`src/rtl/pixel_stream_sink_pkg.sv`:
```
// Shared definitions for the pixel stream sink and its raster position counter.
// Holds the receive FSM state type, the err_flags bit positions and the
// frame-geometry helper functions used to size counters and limits.
package pixel_stream_sink_pkg;

    typedef enum logic [1:0] {
        IDLE,
        ACTIVE,
        DRAIN
    } state_t;

    localparam int ERR_SHORT = 0;
    localparam int ERR_LONG  = 1;
    localparam int ERR_NOSOP = 2;

    // Number of pixels in one frame.
    function automatic int frame_pixels(input int width, input int height);
        return width * height;
    endfunction

    // Bits needed to hold a coordinate in 0..n-1 (at least one bit).
    function automatic int pos_width(input int n);
        return (n > 1) ? $clog2(n) : 1;
    endfunction

endpackage

```
`src/rtl/pixel_stream_sink_if.sv`:
```
// Avalon-ST pixel stream bundle (valid/ready, ready latency 0).
// Ports:
//   sink_data           pixel value
//   sink_startofpacket  first pixel of a frame
//   sink_endofpacket    last pixel of a frame
//   sink_valid          beat valid
//   sink_ready          consumer can accept this cycle
// Modports: master (stream source), slave (stream consumer).
interface pixel_stream_sink_if #(
    parameter int DATA_W = 8
);
    import pixel_stream_sink_pkg::*;

    logic [DATA_W-1:0] sink_data;
    logic              sink_startofpacket;
    logic              sink_endofpacket;
    logic              sink_valid;
    logic              sink_ready;

    modport master (
        output sink_data, sink_startofpacket, sink_endofpacket, sink_valid,
        input  sink_ready
    );

    modport slave (
        input  sink_data, sink_startofpacket, sink_endofpacket, sink_valid,
        output sink_ready
    );

endinterface

```
`src/rtl/raster_pos_counter.sv`:
```
// Raster position counter: x, y and linear address of the current pixel.
// Ports:
//   clock, reset  clock and asynchronous active-high reset
//   i_clear       restart the position at (0,0) / address 0
//   i_advance     step one pixel (applied after i_clear when both are set)
//   o_x, o_y      current raster coordinates
//   o_addr        current linear address y*WIDTH+x, built incrementally
//   o_is_last     current position is the final pixel of the frame
module raster_pos_counter
    import pixel_stream_sink_pkg::*;
#(
    parameter int WIDTH  = 640,
    parameter int HEIGHT = 480,
    parameter int ADDR_W = 19,
    parameter int X_W    = pos_width(WIDTH),
    parameter int Y_W    = pos_width(HEIGHT)
) (
    input  logic              clock,
    input  logic              reset,
    input  logic              i_clear,
    input  logic              i_advance,
    output logic [X_W-1:0]    o_x,
    output logic [Y_W-1:0]    o_y,
    output logic [ADDR_W-1:0] o_addr,
    output logic              o_is_last
);

    localparam logic [X_W-1:0] X_LAST = X_W'(WIDTH - 1);
    localparam logic [Y_W-1:0] Y_LAST = Y_W'(HEIGHT - 1);

    logic [X_W-1:0]    r_x, w_x_base, w_x_next;
    logic [Y_W-1:0]    r_y, w_y_base, w_y_next;
    logic [ADDR_W-1:0] r_addr, w_addr_base, w_addr_next;
    logic              w_base_last;

    // Clear selects the origin as the starting point, so clear+advance lands
    // on the pixel after the origin in a single cycle.
    always_comb begin
        // NOTE: every combinational output gets a default first so no path
        // leaves it unassigned, which would otherwise infer a latch.
        w_x_base    = i_clear ? '0 : r_x;
        w_y_base    = i_clear ? '0 : r_y;
        w_addr_base = i_clear ? '0 : r_addr;
        w_base_last = (w_x_base == X_LAST) && (w_y_base == Y_LAST);
        w_x_next    = w_x_base;
        w_y_next    = w_y_base;
        w_addr_next = w_addr_base;
        if (i_advance) begin
            if (w_base_last) begin
                w_x_next    = '0;
                w_y_next    = '0;
                w_addr_next = '0;
            end else if (w_x_base == X_LAST) begin
                w_x_next    = '0;
                w_y_next    = w_y_base + Y_W'(1);
                w_addr_next = w_addr_base + ADDR_W'(1);
            end else begin
                w_x_next    = w_x_base + X_W'(1);
                w_addr_next = w_addr_base + ADDR_W'(1);
            end
        end
    end

    always_ff @(posedge clock or posedge reset) begin
        if (reset) begin
            r_x    <= '0;
            r_y    <= '0;
            r_addr <= '0;
        end else begin
            // NOTE: non-blocking assignments so every register samples the
            // pre-edge values, independent of statement order.
            r_x    <= w_x_next;
            r_y    <= w_y_next;
            r_addr <= w_addr_next;
        end
    end

    assign o_x       = r_x;
    assign o_y       = r_y;
    assign o_addr    = r_addr;
    assign o_is_last = (r_x == X_LAST) && (r_y == Y_LAST);

endmodule

```
`src/rtl/pixel_stream_sink.sv`:
```
// Avalon-ST video packet receiver feeding a frame-buffer write port.
// Accepts framed pixels, writes each accepted pixel at its linear address and
// checks packet framing against the WIDTH x HEIGHT frame size.
// Ports:
//   clock, reset   clock and asynchronous active-high reset
//   en             backpressure release; sink_ready follows it one cycle later
//   sink           pixel stream (slave side)
//   wr_en/addr/data  frame-buffer write port, one cycle after acceptance
//   frame_done     one-cycle pulse with the final write of a good frame
//   frame_count    number of good frames, wrapping
//   err_flags      sticky errors: [0] short, [1] long, [2] beat outside packet
//   err_clear      clears err_flags; a same-cycle new error keeps its bit
module pixel_stream_sink
    import pixel_stream_sink_pkg::*;
#(
    parameter int WIDTH  = 640,
    parameter int HEIGHT = 480,
    parameter int DATA_W = 8,
    parameter int ADDR_W = 19
) (
    input  logic                clock,
    input  logic                reset,
    input  logic                en,
    pixel_stream_sink_if.slave  sink,
    output logic                wr_en,
    output logic [ADDR_W-1:0]   wr_addr,
    output logic [DATA_W-1:0]   wr_data,
    output logic                frame_done,
    output logic [15:0]         frame_count,
    output logic [2:0]          err_flags,
    input  logic                err_clear
);

    localparam int FRAME_PIXELS = frame_pixels(WIDTH, HEIGHT);
    localparam int X_W          = pos_width(WIDTH);
    localparam int Y_W          = pos_width(HEIGHT);

    state_t              r_state, w_state_next;
    logic                r_ready;
    logic                r_wr_en;
    logic [ADDR_W-1:0]   r_wr_addr;
    logic [DATA_W-1:0]   r_wr_data;
    logic                r_done;
    logic [15:0]         r_count;
    logic [2:0]          r_err;

    logic                w_beat, w_sop, w_eop;
    logic                w_start, w_write, w_pos_clear, w_pos_adv, w_done;
    logic [2:0]          w_err_set;
    logic [X_W-1:0]      w_x;
    logic [Y_W-1:0]      w_y;
    logic [ADDR_W-1:0]   w_addr;
    logic                w_is_last;

    assign w_beat = sink.sink_valid && r_ready;
    assign w_sop  = sink.sink_startofpacket;
    assign w_eop  = sink.sink_endofpacket;

    raster_pos_counter #(
        .WIDTH  (WIDTH),
        .HEIGHT (HEIGHT),
        .ADDR_W (ADDR_W)
    ) u_pos (
        .clock     (clock),
        .reset     (reset),
        .i_clear   (w_pos_clear),
        .i_advance (w_pos_adv),
        .o_x       (w_x),
        .o_y       (w_y),
        .o_addr    (w_addr),
        .o_is_last (w_is_last)
    );

    always_ff @(posedge clock or posedge reset) begin
        if (reset) r_state <= IDLE;
        else       r_state <= w_state_next;
    end

    // w_start marks a beat that opens a new frame at address 0; it is shared
    // by IDLE, the mid-frame restart in ACTIVE and SOP-without-EOP in DRAIN.
    always_comb begin
        w_state_next = r_state;
        w_start      = 1'b0;
        w_write      = 1'b0;
        w_pos_clear  = 1'b0;
        w_pos_adv    = 1'b0;
        w_done       = 1'b0;
        w_err_set    = '0;
        if (w_beat) begin
            unique case (r_state)
                IDLE: begin
                    if (w_sop) w_start = 1'b1;
                    else       w_err_set[ERR_NOSOP] = 1'b1;
                end
                ACTIVE: begin
                    if (w_sop) begin
                        w_start              = 1'b1;
                        w_err_set[ERR_SHORT] = 1'b1;
                    end else begin
                        w_write = 1'b1;
                        if (w_is_last) begin
                            w_pos_clear = 1'b1;
                            if (w_eop) begin
                                w_done       = 1'b1;
                                w_state_next = IDLE;
                            end else begin
                                w_err_set[ERR_LONG] = 1'b1;
                                w_state_next        = DRAIN;
                            end
                        end else if (w_eop) begin
                            w_err_set[ERR_SHORT] = 1'b1;
                            w_pos_clear          = 1'b1;
                            w_state_next         = IDLE;
                        end else begin
                            w_pos_adv = 1'b1;
                        end
                    end
                end
                DRAIN: begin
                    if (w_eop)      w_state_next = IDLE;
                    else if (w_sop) w_start = 1'b1;
                end
                default: w_state_next = IDLE;
            endcase

            if (w_start) begin
                w_write     = 1'b1;
                w_pos_clear = 1'b1;
                if (w_eop) begin
                    w_state_next = IDLE;
                    if (FRAME_PIXELS == 1) w_done = 1'b1;
                    else                   w_err_set[ERR_SHORT] = 1'b1;
                end else begin
                    w_pos_adv    = 1'b1;
                    w_state_next = ACTIVE;
                end
            end
        end
    end

    always_ff @(posedge clock or posedge reset) begin
        if (reset) begin
            r_ready   <= 1'b0;
            r_wr_en   <= 1'b0;
            r_wr_addr <= '0;
            r_wr_data <= '0;
            r_done    <= 1'b0;
            r_count   <= '0;
            r_err     <= '0;
        end else begin
            r_ready <= en;
            r_wr_en <= w_write;
            if (w_write) begin
                r_wr_addr <= w_start ? '0 : w_addr;
                r_wr_data <= sink.sink_data;
            end
            r_done <= w_done;
            if (w_done) r_count <= r_count + 16'd1;
            // Clear first, then OR in new errors so a same-cycle error survives.
            r_err <= (err_clear ? 3'b000 : r_err) | w_err_set;
        end
    end

    assign sink.sink_ready = r_ready;
    assign wr_en           = r_wr_en;
    assign wr_addr         = r_wr_addr;
    assign wr_data         = r_wr_data;
    assign frame_done      = r_done;
    assign frame_count     = r_count;
    assign err_flags       = r_err;

    // Cross-check the incrementally built address against the coordinates.
    a_addr_matches_xy: assert property (@(posedge clock) disable iff (reset)
        int'(w_addr) == int'(w_y) * WIDTH + int'(w_x));

endmodule
```
`src/flat_wrapper.sv`:
```
// flat-port wrapper written by rule: the top's interface ports become plain ports
module pixel_stream_sink_flat import pixel_stream_sink_pkg::*;
#(
    parameter int WIDTH  = 640,
    parameter int HEIGHT = 480,
    parameter int DATA_W = 8,
    parameter int ADDR_W = 19
)
  (clock, reset, en, wr_en, wr_addr, wr_data, frame_done, frame_count, err_flags, err_clear, sink_sink_data, sink_sink_startofpacket, sink_sink_endofpacket, sink_sink_valid, sink_sink_ready);
  pixel_stream_sink_if #(.DATA_W(DATA_W)) sink_i ();
  input  logic clock;
  input  logic reset;
  input  logic en;
  output logic wr_en;
  output logic [ADDR_W-1:0] wr_addr;
  output logic [DATA_W-1:0] wr_data;
  output logic frame_done;
  output logic [15:0] frame_count;
  output logic [2:0] err_flags;
  input  logic err_clear;
  input wire logic [$bits(sink_i.sink_data)-1:0] sink_sink_data;
  input wire logic [$bits(sink_i.sink_startofpacket)-1:0] sink_sink_startofpacket;
  input wire logic [$bits(sink_i.sink_endofpacket)-1:0] sink_sink_endofpacket;
  input wire logic [$bits(sink_i.sink_valid)-1:0] sink_sink_valid;
  output wire logic [$bits(sink_i.sink_ready)-1:0] sink_sink_ready;
  assign sink_i.sink_data = sink_sink_data;
  assign sink_i.sink_startofpacket = sink_sink_startofpacket;
  assign sink_i.sink_endofpacket = sink_sink_endofpacket;
  assign sink_i.sink_valid = sink_sink_valid;
  assign sink_sink_ready = sink_i.sink_ready;
  pixel_stream_sink #(.WIDTH(WIDTH), .HEIGHT(HEIGHT), .DATA_W(DATA_W), .ADDR_W(ADDR_W)) u_core (.clock(clock), .reset(reset), .en(en), .sink(sink_i), .wr_en(wr_en), .wr_addr(wr_addr), .wr_data(wr_data), .frame_done(frame_done), .frame_count(frame_count), .err_flags(err_flags), .err_clear(err_clear));
endmodule
```
`config.mk`:
```
export PLATFORM = sky130hd
export DESIGN_NAME = pixel_stream_sink_flat
export DESIGN_NICKNAME = d
export VERILOG_FILES = /design/src/rtl/pixel_stream_sink_pkg.sv /design/src/rtl/pixel_stream_sink_if.sv /design/src/rtl/raster_pos_counter.sv /design/src/rtl/pixel_stream_sink.sv /design/src/flat_wrapper.sv
export SDC_FILE = /design/constraint.sdc
export NUM_CORES = 1
export LEC_CHECK = 0
export ABC_AREA = 1
export CAP_MARGIN = 40
export CORE_ASPECT_RATIO = 1.1
export CORE_MARGIN = 10
export CORE_UTILIZATION = 42
export CTS_CLUSTER_DIAMETER = 100
export DETAILED_ROUTE_END_ITERATION = 8
export PLACE_DENSITY = 0.69
export REMOVE_ABC_BUFFERS = 1
export SETUP_SLACK_MARGIN = 0.2
export SLEW_MARGIN = 40
export SYNTH_ARGS = -nofsm -noshare
export SYNTH_HDL_FRONTEND = slang
export SYNTH_SLANG_ARGS = --single-unit
```
`constraint.sdc`:
```
create_clock -name clock -period 3.85 [get_ports clock]
set_clock_uncertainty 0.15 [all_clocks]
set_input_delay 0.5775 -clock clock [delete_from_list [all_inputs] [get_ports clock]]
set_output_delay 0.5775 -clock clock [all_outputs]
set_load 0.05 [all_outputs]
```
==> Word-level counts from Yosys, hierarchy flattened <==
Index checks and enable logic that the tools add are counted.
{ "totals": {"output_inout_bits": 49, "reg_bits": 89, "elab_cells": 85} }
{ "op_classes": {"n_bitwise": 1, "n_eq_ne": 8, "n_mux": 55, "add_sub_neg": 4, "n_reduce_logical": 6} }
{ "op_table": {"columns": ["op", "n"], "rows": [
  ["2-to-1 mux 19 bit", 4],
  ["2-to-1 mux 10 bit", 4],
  ["2-to-1 mux 9 bit", 4],
  ["2-to-1 mux 1 bit", 33],
  ["== test 10 bit (second input constant)", 2],
  ["adder 19 x 1 -> 19 bit (second input constant)", 1],
  ["== test 9 bit (second input constant)", 2],
  ["adder 16 x 1 -> 16 bit (second input constant)", 1],
  ["2-to-1 mux 2 bit", 6],
  ["adder 10 x 1 -> 10 bit (second input constant)", 1],
  ["adder 9 x 1 -> 9 bit (second input constant)", 1],
  ["2-to-1 mux 3 bit", 2],
  ["one-hot mux 2 bit (3 select lines)", 1],
  ["logical AND 1 bit", 3],
  ["inequality test 3 x 2 -> 1 bit (second input constant)", 1],
  ["OR 3 bit", 1],
  ["AND reduction 3 bit", 1],
  ["== test 2 x 1 -> 1 bit (second input constant)", 1],
  ["== test 2 bit (second input constant)", 1],
  ["logical NOT 2 bit", 1],
  ["inequality test 2 x 1 -> 1 bit (second input constant)", 1],
  ["one-hot mux 1 bit (2 select lines)", 1],
  ["OR reduction 2 bit", 1]
]} }

==> Logic depth before layout (Yosys ltp) <==
Gate-level depths: netlist of the first run.
{ "logic_depth": {"depth_word": 12, "depth_mapped": 21, "mapped_depth_nobuf": 20} }

==> Modules after synthesis <==
From an unflattened synthesis of the first run, not the netlist that was laid out.
{ "unflattened": {"hier_cells": 644, "hier_area_um2": 4968.5} }
{ "modules_own_cells": {"columns": ["mod", "instances", "area_each_um2", "cells_each", "seq_area_each_um2"], "rows": [
  ["raster_pos_counter", 1, 2542.4, 360, 950.9],
  ["pixel_stream_sink", 1, 2426.1, 284, 1276.2]
]} }

==> Least setup slack after synthesis of the first run <==
No wires, ideal clock.
{ "synth_path": {"kind": "reg-to-reg", "startpoint": "reg u_core.r_ready (netlist: u_core.sink.sink_ready)", "endpoint": "reg u_core.u_pos.r_y[6] (netlist: u_core.u_pos.o_y[6])", "required_ns": 3.578, "path_stages_with_launch": 16, "synth_period_minus_slack_ns": 2.946, "setup_slack_ns": 0.904, "arrival_ns": 2.675, "path_cell_list": "dfrtp_1 > nand2_1 > inv_2 > nand4_4 > nand2_2 > buf_6 > nor2_1 > ha_1 > nand3_1 > nor3_1 > nand4_4 > nor2_8 > nand2_4 > or2_0 > o21ai_1 > a21oi_1"} }
{ "synth_between": {"elab_chain_cells": 7, "word_cells_on_any_way": 12, "classes_between": "add/sub: 1; eq/ne: 2; mux: 7; reduce/logical: 2"} }
{ "synth_rtl": {"columns": ["item", "line_no", "source"], "rows": [
  ["start, declared", "pixel_stream_sink.sv:39", "logic r_ready;"],
  ["start signal, assigned", "pixel_stream_sink.sv:151", "r_ready <= en;"],
  ["logical AND 1 bit *", "pixel_stream_sink.sv:55", "assign w_beat = sink.sink_valid && r_ready;"],
  ["2-to-1 mux 1 bit", "pixel_stream_sink.sv:89", "if (w_beat) begin"],
  ["2-to-1 mux 9 bit / 2-to-1 mux 10 bit (equally long branches)", "raster_pos_counter.sv:42, raster_pos_counter.sv:41", null],
  ["adder 9 x 1 -> 9 bit (tied with other cells)", "raster_pos_counter.sv:55", "w_y_next = w_y_base + Y_W'(1);"],
  ["2-to-1 mux 9 bit / logical AND 1 bit (equally long branches)", "raster_pos_counter.sv:53, raster_pos_counter.sv:44", null],
  ["2-to-1 mux 9 bit", "raster_pos_counter.sv:49", "if (w_base_last) begin"],
  ["2-to-1 mux 9 bit *", "raster_pos_counter.sv:48", "if (i_advance) begin"],
  ["net u_core.u_pos.w_y_next[6]", "raster_pos_counter.sv:32", "logic [Y_W-1:0] r_y, w_y_base, w_y_next;"],
  ["end signal, assigned", "raster_pos_counter.sv:73", "r_y <= w_y_next;"],
  ["end, declared", "raster_pos_counter.sv:32", null]
]} }
The timed path passes the listed nets; every way through them passes the cells marked *.
A chain may end at the register's enable or synchronous reset.

==> Final worst setup path of the first run <==
{ "layout_path": {"startpoint": "in sink_sink_endofpacket", "endpoint": "reg u_core.u_pos.r_addr[10] (netlist: u_core.u_pos.o_addr[10])"} }
{ "layout_between": {"elab_chain_cells": 11, "word_cells_on_any_way": 25, "classes_between": "add/sub: 1; eq/ne: 2; mux: 21; reduce/logical: 1"} }
{ "layout_rtl": {"columns": ["item", "line_no", "source"], "rows": [
  ["start, declared", "flat_wrapper.sv:23", "input wire logic [$bits(sink_i.sink_endofpacket)-1:0] sink_sink_endofpacket;"],
  ["parallel branches: the longest is 10 deep, another holds adder 19 x 1 -> 19 bit", null, null],
  ["2-to-1 mux 19 bit *", "raster_pos_counter.sv:48", null],
  ["net u_core.u_pos.w_addr_next[10]", "raster_pos_counter.sv:33", "logic [ADDR_W-1:0] r_addr, w_addr_base, w_addr_next;"],
  ["end signal, assigned", "raster_pos_counter.sv:74", "r_addr <= w_addr_next;"],
  ["end, declared", "raster_pos_counter.sv:33", null]
]} }
Mark *: on every way through the listed nets, which the timed path passes. The select of a mux whose other input is x is not followed.

==> results of run 1 <==
==> cells in the mapped netlist (all sizes together), types with 2 or more instances <==
cell type	number	area (sq um)
ha	8	100
xor2	13	114
a21oi	12	67.6
nor4	8	50.1
mux2	15	169
nor2	97	460
buf	13	119
inv	90	340
xnor2	7	61.3
nor3	9	61.3
nand2	153	607
dfrtp	89	2230
nand4	25	199
o32ai	2	17.5
and2	2	12.5
o21ai	33	169
nand3	51	298
clkinv	2	10.0
nand3b	5	37.5
clkbuf	2	7.51
==> metrics by stage <==
stage | hold WS [ns] | setup WS (ns) | total power, mW
finish | 0.311 | 0.621 | 2.62
global route | 0.336 | 0.232 | 2.73
CTS | 0.318 | 0.621 | 2.65
detailed placement | 0.309 | 0.276 | 1.78
global placement | 0.313 | 0.363 | 1.77
floorplan | 0.286 | 0.322 | 1.54
==> worst max-delay path by stage <==
stage                                    endpoint  slack (ns)  cells past startpoint
after floorplan               u_core.u_pos.o_y[6]        0.32                     18
after global placement    u_core.u_pos.o_addr[10]        0.36                     14
after detailed placement   u_core.u_pos.o_addr[6]        0.28                     13
after CTS                 u_core.u_pos.o_addr[10]        0.62                     16
after global routing      u_core.u_pos.o_addr[10]        0.23                     16
final                     u_core.u_pos.o_addr[10]        0.62                     14
==> metal layers <==
layer  vias up  GRT usage (%)  share of wire [%]
li1       2211              -                  -
met1      2077           18.7                 46
met2        81           25.4                 49
met3        12           3.21                4.0
met4         0           5.38                1.5
met5         -              0                  0
==> layout by cell type, fill, tap and decap left out, types with 4 or more instances in the layout <==
master / instances
a21oi_1: 10
nor2_4: 7
mux2_2: 15
nand2_1: 146
o21ai_0: 27
xor2_1: 13
clkbuf_16: 9
nand2_2: 4
nor2_2: 11
inv_1: 80
nand3_1: 44
dfrtp_1: 89
o21ai_1: 5
ha_1: 8
nor3_1: 7
nand3b_1: 5
buf_4: 8
nor2_1: 78
inv_2: 8
nand4_1: 21
clkdlybuf4s50_1: 63
xnor2_1: 7
nand3_2: 6
nor4_1: 8
==> worst max-delay path, delay by kind of cell <==
family,cells,cell delay (ns)
buffers and inverters,3,1.18
adder cells (fa/ha/maj),1,0.27
AND/OR/NAND/NOR,9,1.12
AO/OA/AOI/OAI,1,0.15
==> power groups by stage <==
| stage | sequential, mW | clock (mW) | combinational, mW |
|---|---|---|---|
| after floorplan | 1.28 | 0 | 0.262 |
| after global placement | 1.08 | 0 | 0.680 |
| after detailed placement | 1.09 | 0 | 0.689 |
| after CTS | 1.07 | 0.884 | 0.694 |
| after global routing | 1.08 | 0.915 | 0.735 |
| final | 1.07 | 0.860 | 0.686 |
==> flip-flops by register name (all words and copies together), names as in the netlist <==
name / flops
u_core.u_pos.o_addr: 19
u_core.wr_addr: 19
u_core.frame_count: 16
u_core.u_pos.o_x: 10
u_core.u_pos.o_y: 9
u_core.wr_data: 8
u_core.err_flags: 3
u_core.r_state: 2
u_core.frame_done: 1
u_core.sink.sink_ready: 1
u_core.wr_en: 1
==> cell families after synthesis <==
group,Yosys count
AND/OR/NAND/NOR,352
buffers and inverters,107
flip-flops,89
AO/OA/AOI/OAI,52
XOR/XNOR,20
multiplexers,16
adder cells (fa/ha/maj),8
==> cell type report <==
| cell class | instances | area [sq um] | area share, % |
|---|---|---|---|
| inverter | 92 | 352 | 5.64 |
| multi-input combinational | 448 | 2490 | 39.9 |
| clock buffer | 9 | 225 | 3.61 |
| timing repair buffer | 71 | 691 | 11.1 |
| tap | 154 | 193 | 3.09 |
| sequential | 89 | 2230 | 35.7 |
| clock inverter | 7 | 62.6 | 1.00 |
==> results.ini, run 1 <==
[outcome]
status = finished clean

[critical_path]
path_cells = clkdlybuf4s50_1, o21ai_2, nand4_4, buf_4, nand3_1, inv_1, ha_1, nand2_1, nor2_2, nand2_1, nor3_2, nand2_1, nor3_1, nor2_1
crit_top_cell = nand2_1
crit_slowest_cell = clkdlybuf4s50_1
setup.worst_path.end_class = flip-flop
r2r-start = u_core.r_state[1]
max_stage_delay_ns = 0.63
arrival_ns = 3.31
worstSetupPathType = input port to flip-flop
required_ns = 3.94
critPathLaunch = sink_sink_endofpacket
r2r-end = u_core.u_pos.o_addr[10]
cp-start-kind = input port
reg2reg_slack_ns = 0.63
worstPathMaxFanout = 32
reg2reg_depth = 16

[floorplan]
initial_utilization_pct = 43.0
rows = 42
die_y_um = 137
die_w_um = 126
io_pins = 64
die-area_sq_mm = 0.0172
core-area_sq_mm = 0.0121

[clock_tree]
clock_sinks = 89
clkSlewWorstSetupHoldPaths_ns = 0.07
post_cts_resized = 0
root_buffer = clkbuf_16
clock_latency_ns = 0.35
cts_max_level = 3
cts_tree = yes
post_cts_buffers = 0
cts_max_path_buffers = 2
cts_hold_buf = 0
cts_buffers = 9

[synthesis]
synthAdderAreaFrac_pct = 1.93
ys_ff_latch = 89
synth_edf_count = 0
synthCells = 644
yosysSeqAreaShare_pct = 42.9
synth_top_family_by_area = simple AND/OR/NAND/NOR gates
ys_warn_count = 0
synth_ff_type = dfrtp_1
syn_area_sq_mm = 0.00519
async_flop_share_pct = 100
synth.avg_cell_area_sq_um = 8.06
synth_cell_types = 48
yosys.area_share.simple_pct = 33.5
synth_mux_area_share_pct = 3.45
synthXorXnorAreaFrac_pct = 3.37
synth-compound-area-share_pct = 5.66

[detailed_routing]
drt-pass1-iter-count = 4
drt_wl_total_um = 12900
via_count = 4381
wl_per_cell_um = 14.9
antenna_left = 0
route.detailed.drc = 0
drtIter0Drc = 342
vias_per_cell = 5.04

[hold_path]
hold_end = u_core.u_pos.o_x[5]
whs_path_depth = 1
worstHoldPathType = flip-flop to flip-flop
worstHoldStart = u_core.u_pos.o_x[5]

[finish]
fin_area_sq_mm = 0.00624
final_cells = 870
fin_nets = 734
utilization_pct = 51.6
antenna_cells = 0
syn2layout_area_growth_pct = 20.1
final_layout_size_suffix_gt1_share_pct = 13.1
fillers = 1169

[sta]
hold_viol_final = 0
setup-tns-final_ns = 0
max_slew_margin_pct = 53.2
layout_min_cycle_time_ns = 3.23
timing.fmax_ghz = 0.310
final_max_slew_viol_count = 0
rsz0062_at_grt = no
finalSetupViolCount = 0
finalCritPeriodShare_pct = 83.9
tightestPinTransition_ns = 0.701

[pwr]
p_int_mw = 1.69
combPwrFrac_pct = 26.2
p_leak_nw = 2.94
p_seq_share_pct = 40.9
power.switching_mw = 0.924
ir_worst_vdd_uv = 185
power.density_mw_per_mm2 = 419
p_clk_share_pct = 32.9
swShare_pct = 35.3

[global_routing]
grt_start_max_net_pins = 37
grt_overflow_total = 0
grt_pass1_wl_um = 21800
antenna_found_initial = 0
grt_usage_pct = 15.1
grt_pass1_vias = 4505

[placement]
place_inst = 854
place.gp.congestion = 0.936
place_area_sq_mm = 0.00595
portBuffers = 63
place_hpwl_um = 9540

[job]
maxCapViolCount = 0

(Power assumes the default switching activity.)
==> run 2: changes to the inputs <==
- PLACE_DENSITY: 0.69 -> 0.71
- clock period: 3.85 -> 2.7 ns (I/O delays scaled with it)
==> run 2 against run 1 <==
Effect of this change:
- via count is 9.1% higher
- total power is 58% higher
- critical path depth is 3 higher
- die area stayed put
- critical endpoint is now u_core.u_pos.o_y[6]
- largest power group unchanged
==> results.ini, run 2 (synthesized netlist as in run 1, its figures left out) <==
[global_routing]
antenna_found_initial = 0  ; unchanged
grt_pass1_vias = 4964  ; +10%
grt_pass1_wl_um = 23700  ; +8.7%
grt_start_max_net_pins = 37  ; unchanged
grt_overflow_total = 0  ; unchanged
grt_usage_pct = 16.2  ; +1.1 points

[finish]
final_cell_mix = 139 x nand2_1, 89 x dfrtp_1, 74 x buf_4
antenna_cells = 0  ; unchanged
fin_nets = 811  ; +10%
final_layout_size_suffix_gt1_share_pct = 26.9  ; +14 points
layout_commonest_cell = nand2_1
syn2layout_area_growth_pct = 38.1

[critical_path]
max_stage_delay_ns = 0.43  ; -0.20 ns
critPathLaunch = u_core.r_state[0]
r2r-start = u_core.r_state[0]
path_depth = 17  ; +3
required_ns = 2.78  ; -1.16 ns
setup.worst_path.end_class = flip-flop
setup.worst_path.end = u_core.u_pos.o_y[6]
r2r-end = u_core.u_pos.o_y[6]
reg2reg_depth = 17  ; +1
worstSetupPathType = flip-flop to flip-flop
path_cells = inv_2, ha_4, nor2_4, o21ai_2, nand4_4, nand2_4, nor2_4, ha_4, nand3_2, nor3_2, buf_4, nand4_4, nor2_8, nand2_4, or2_4, o21ai_2, a21oi_1
cp.buffers_inverters = 2  ; -1
crit_slowest_cell = dfrtp_1
worstPathMaxFanout = 5  ; -84%
cp-start-kind = flip-flop
reg2reg_slack_ns = 0.02  ; -0.61 ns
arrival_ns = 2.76  ; -0.55 ns
crit_family = simple AND/OR/NAND/NOR gates

[pwr]
p_leak_nw = 3.40  ; +15%
swShare_pct = 33.0  ; -2.3 points
power.density_mw_per_mm2 = 577  ; +38%
power.switching_mw = 1.37  ; +48%
ir_worst_vdd_uv = 475  ; +160%
p_int_mw = 2.77  ; +64%
p_clk_share_pct = 33.6  ; +0.7 points
combPwrFrac_pct = 29.4  ; +3.2 points
p_seq_share_pct = 36.9  ; -4.0 points

[clock_tree]
cts_hold_buf = 0  ; unchanged
cts_buffers = 9  ; unchanged
clock_latency_ns = 0.34  ; about the same
cts_tree = yes
clock_sinks = 89  ; unchanged
cts_max_path_buffers = 2  ; unchanged
cts_max_level = 3  ; unchanged
clkSlewWorstSetupHoldPaths_ns = 0.07  ; about the same
root_buffer = clkbuf_16

[floorplan]
io_pins = 64  ; unchanged
die_y_um = 137  ; unchanged
die_w_um = 126  ; unchanged
initial_utilization_pct = 43.0  ; unchanged
die-area_sq_mm = 0.0172  ; unchanged
core-area_sq_mm = 0.0121  ; unchanged
rows = 42  ; unchanged

[detailed_routing]
route.detailed.drc = 0  ; unchanged
drtIter0Drc = 344  ; +0.58%
drt-pass1-iter-count = 4  ; unchanged
vias_per_cell = 5.05  ; +0.19%
wl_per_cell_um = 14.9  ; about the same
antenna_left = 0  ; unchanged
via_count = 4778  ; +9.1%
drt_wl_total_um = 14100  ; +8.9%

[placement]
dp_slack_ns = -0.318  ; -0.594 ns
place_hpwl_um = 10400  ; +9.5%
place.gp.congestion = 0.911  ; -2.7%
portBuffers = 63  ; unchanged

[sta]
finalSetupViolCount = 0  ; unchanged
layout_min_cycle_time_ns = 2.68
finalCritPeriodShare_pct = 99.4
tightestPinTransition_ns = 0.574  ; -0.127 ns
timing.fmax_ghz = 0.373
setup_slack_ns = 0.0161  ; -0.605 ns
whs_ns = 0.271  ; -0.0400 ns
final_max_slew_viol_count = 0  ; unchanged
max_slew_margin_pct = 61.7  ; +8.5 points
rsz0062_at_grt = yes
hold_viol_final = 0  ; unchanged

[job]
maxCapViolCount = 0  ; unchanged

[outcome]
status = finished clean

[hold_path]
worstHoldPathType = input port to asynchronous set/reset pin

## run 2: cell types whose count changed in the layout (fill, tap and decap cells not counted), moves of 5 or more
cell     before  now
nand2_1     146  139
inv_2         8   16
nor2_1       78   70
nor2_4        7   17
inv_1        80   70
nand2_2       4    9
buf_4         8   74
ha_1          8    2
## run 2: repair_timing
action                     in CTS  in global routing
pin swaps                      14                 14
resized for setup              61                 19
setup endpoints to repair      34                 38
buffers inserted               10                  6
## run 2: worst min path at each step
| stage | start | to | cells after the start | slack, ns |
|---|---|---|---|---|
| after CTS | reset | u_core.frame_count[11] | 2 | 0.29 |
| after global placement | u_core.u_pos.o_x[5] | u_core.u_pos.o_x[5] | 1 | 0.33 |
| after global routing | reset | u_core.frame_count[9] | 2 | 0.33 |
| after detailed placement | u_core.u_pos.o_x[5] | u_core.u_pos.o_x[5] | 1 | 0.30 |
| final | reset | u_core.frame_count[11] | 2 | 0.27 |
| after floorplan | u_core.u_pos.o_x[5] | u_core.u_pos.o_x[5] | 1 | 0.29 |
## run 2: power groups by stage
stage / Sequential, mW / Clock (mW) / Combinational [mW]
6_report: 1.53 / 1.39 / 1.22
5_1_grt: 1.54 / 1.46 / 1.30
4_1_cts: 1.53 / 1.41 / 1.19
3_5_place_dp: 1.55 / 0 / 1.10
3_3_place_gp: 1.54 / 0 / 1.08
2_1_floorplan: 1.82 / 0 / 0.374
## run 2: final cells by class
class                      instances  area (sq um)
clock buffer                      11           243
tap                              154           193
inverter                          92           357
multi-input combinational        448          2710
fill                            1052          4920
clock inverter                     5          85.1
timing repair buffer             148          1360
sequential                        89          2230
## run 2: worst register-to-register path, stage by stage (launching register included)
cell and delay, ns:
dfrtp_1 0.43, inv_2 0.10, ha_4 0.18, nor2_4 0.08
o21ai_2 0.08, nand4_4 0.09, nand2_4 0.09, nor2_4 0.15
ha_4 0.15, nand3_2 0.06, nor3_2 0.10, buf_4 0.13
nand4_4 0.13, nor2_8 0.19, nand2_4 0.08, or2_4 0.24
o21ai_2 0.11, a21oi_1 0.05
## run 2: metrics by stage
step           TNS (ns)  total power, mW  instance area, sq um  instances  util [%]
2_1_floorplan    -37.88             2.20                  5070        629         -
3_3_place_gp      -4.77             2.63                  6450        915      53.3
3_5_place_dp      -7.95             2.65                  6450        915      53.3
4_1_cts               0             4.14                  7060        941      58.4
5_1_grt           -1.76             4.30                  7170        947      59.3
6_report              0             4.14                  7170        947      59.3
## run 2: layer usage
metal / global-route usage, % / part of all wire (%) / up-vias
met4: 6.20 / 1.5 / 0
met2: 28.4 / 51 / 91
met3: 3.64 / 4.8 / 15
li1: - / - / 2363
met1: 19.0 / 43 / 2309
met5: 0 / 0 / -
==> run 3: changes to the inputs <==
- CORE_MARGIN: 10 -> 3
==> run 3 against run 2 <==
Effect of this change:
- the flow now finishes with violations (negative setup slack)
- count of clock-buffer cells in the layout decreased by 2
- non-clock buffer count up 8
- sequential power hardly changed
- global-route usage grew 4.9 points
- largest power group unchanged
==> results.ini, run 3 (synthesized netlist as in run 1, its figures left out) <==
[outcome]
status = finished with violations
violations = negative setup slack

[global_routing]
grt_pass1_wl_um = 23600  ; about the same
antenna_found_initial = 0  ; unchanged
grt_usage_pct = 21.2  ; +4.9 points
grt_overflow_total = 0  ; unchanged
grt_pass1_vias = 4988  ; +0.48%
grt_start_max_net_pins = 51  ; +38%

[clock_tree]
cts_buffers = 9  ; unchanged
clock_latency_ns = 0.34  ; about the same
clock_sinks = 89  ; unchanged
cts_max_path_buffers = 2  ; unchanged
root_buffer = clkbuf_16
cts_max_level = 3  ; unchanged
clkSlewWorstSetupHoldPaths_ns = 0.07  ; about the same
cts_tree = yes

[finish]
syn2layout_area_growth_pct = 42.3
fillers = 928  ; -12%
antenna_cells = 0  ; unchanged
fin_nets = 819  ; +0.99%
final_layout_size_suffix_gt1_share_pct = 30.4  ; +3.5 points
layout_commonest_cell = nand2_1
fin_area_sq_mm = 0.00739  ; +3.1%
final_cell_mix = 128 x nand2_1, 89 x dfrtp_1, 75 x buf_4

[critical_path]
worstSetupPathType = flip-flop to flip-flop
path_depth = 19  ; +2
arrival_ns = 2.83  ; +0.07 ns
setup.worst_path.end_class = flip-flop
required_ns = 2.77  ; about the same
cp.buffers_inverters = 2  ; unchanged
reg2reg_slack_ns = -0.05  ; -0.07 ns
r2r-start = u_core.u_pos.o_x[2]
cp-start-kind = flip-flop
reg2reg_depth = 19  ; +2
crit_slowest_cell = dfrtp_1
critPathLaunch = u_core.u_pos.o_x[2]
worstPathMaxFanout = 4  ; -1
max_stage_delay_ns = 0.42  ; about the same
r2r-end = u_core.u_pos.o_y[7]
crit_family = simple AND/OR/NAND/NOR gates
crit_top_cell = nand2_1
path_cells = nand2_1, nor2_1, nand2_1, o21bai_2, nand2_2, nand2_4, nor2_4, ha_4, nand3_2, nor3_2, buf_4, nand4_4, nor2_8, buf_12, nand4_4, nor2_4, nand3_1, nand2_1, nor2_1

[sta]
setup_slack_ns = -0.0548  ; -0.0709 ns
layout_min_cycle_time_ns = 2.75  ; +0.0709 ns
tightestPinTransition_ns = 0.535  ; -0.0398 ns
finalSetupViolCount = 12  ; +12
setup-tns-final_ns = -0.182  ; -0.182 ns
rsz0062_at_grt = yes
finalCritPeriodShare_pct = 102  ; +2.6 points
final_max_slew_viol_count = 0  ; unchanged
timing.fmax_ghz = 0.363  ; -2.6%
hold_viol_final = 0  ; unchanged
max_slew_margin_pct = 64.3  ; +2.6 points
whs_ns = 0.287  ; +0.0157 ns

[floorplan]
die_y_um = 123  ; -10%
die-area_sq_mm = 0.0137  ; -20%
die_w_um = 112  ; -11%
rows = 41  ; -2.4%
initial_utilization_pct = 44.2  ; +1.2 points
core-area_sq_mm = 0.0117  ; -2.8%
io_pins = 64  ; unchanged

[detailed_routing]
antenna_left = 0  ; unchanged
route.detailed.drc = 0  ; unchanged
via_count = 5071  ; +6.1%
drtIter0Drc = 393  ; +14%
drt-pass1-iter-count = 5  ; +1
wl_per_cell_um = 15.5  ; +4.3%
drt_wl_total_um = 14700  ; +4.6%
vias_per_cell = 5.34  ; +5.8%

[placement]
place.gp.congestion = 0.981  ; +7.7%
place_hpwl_um = 10100  ; -2.9%
place_area_sq_mm = 0.00651  ; +0.93%
portBuffers = 63  ; unchanged

[pwr]
p_leak_nw = 3.49  ; +2.8%
power.density_mw_per_mm2 = 558  ; -3.3%
ir_worst_vdd_uv = 287  ; -39%

[hold_path]
worstHoldPathType = input port to asynchronous set/reset pin

[job]
maxCapViolCount = 0  ; unchanged

-- run 3: per-layer routing --
layer  part of all wire (%)  GRT usage, %
met1                     41          26.0
met2                     51          37.4
met3                    4.9          2.61
met4                    2.6          9.47
met5                      0             0
-- run 3: what timing repair did --
action                     CTS  global route
pin swaps                   23            27
hold buffers                 0             0
resized for setup           73            56
setup buffers               11             6
setup endpoints to repair   49            52
-- run 3: worst reg2reg max path, cell delays in order, from the launching register on --
cell      delay, ns
dfrtp_1        0.42
nand2_1        0.17
nor2_1         0.06
nand2_1        0.12
o21bai_2       0.09
nand2_2        0.09
nand2_4        0.08
nor2_4         0.15
ha_4           0.16
nand3_2        0.06
nor3_2         0.10
buf_4          0.13
nand4_4        0.12
nor2_8         0.16
buf_12         0.14
nand4_4        0.09
nor2_4         0.16
nand3_1        0.09
nand2_1        0.07
nor2_1         0.04
-- run 3: worst max-delay path by stage --
stage / end / slack [ns]
3_5_place_dp: u_core.u_pos.o_y[6] / -0.30
6_report: u_core.u_pos.o_y[7] / -0.05
3_3_place_gp: u_core.u_pos.o_y[6] / -0.24
4_1_cts: u_core.u_pos.o_y[5] / -0.02
5_1_grt: u_core.u_pos.o_y[7] / -0.20
2_1_floorplan: u_core.u_pos.o_y[6] / -0.83
-- run 3: per-stage QoR --
step	total power [mW]	util [%]	instances	setup slack [ns]
after global routing	4.30	62.9	950	-0.201
after global placement	2.62	55.4	918	-0.241
after floorplan	2.20	-	629	-0.828
after detailed placement	2.66	55.4	918	-0.298
after CTS	4.04	60.8	944	-0.0152
final	4.12	62.9	950	-0.0548
-- run 3: layout make-up --
class	count	area, sq um	area share [%]
multi-input combinational	448	2850	38.6
sequential	89	2230	30.1
timing repair buffer	156	1460	19.8
inverter	92	369	4.99
clock buffer	9	225	3.05
tap	150	188	2.54
clock inverter	6	68.8	0.931
-- run 3: where the power goes --
part	switching [mW]	internal (mW)	leakage (nW)
Combinational	0.786	0.542	2.14
Sequential	0.0765	1.45	1.21
Clock	0.548	0.718	0.142
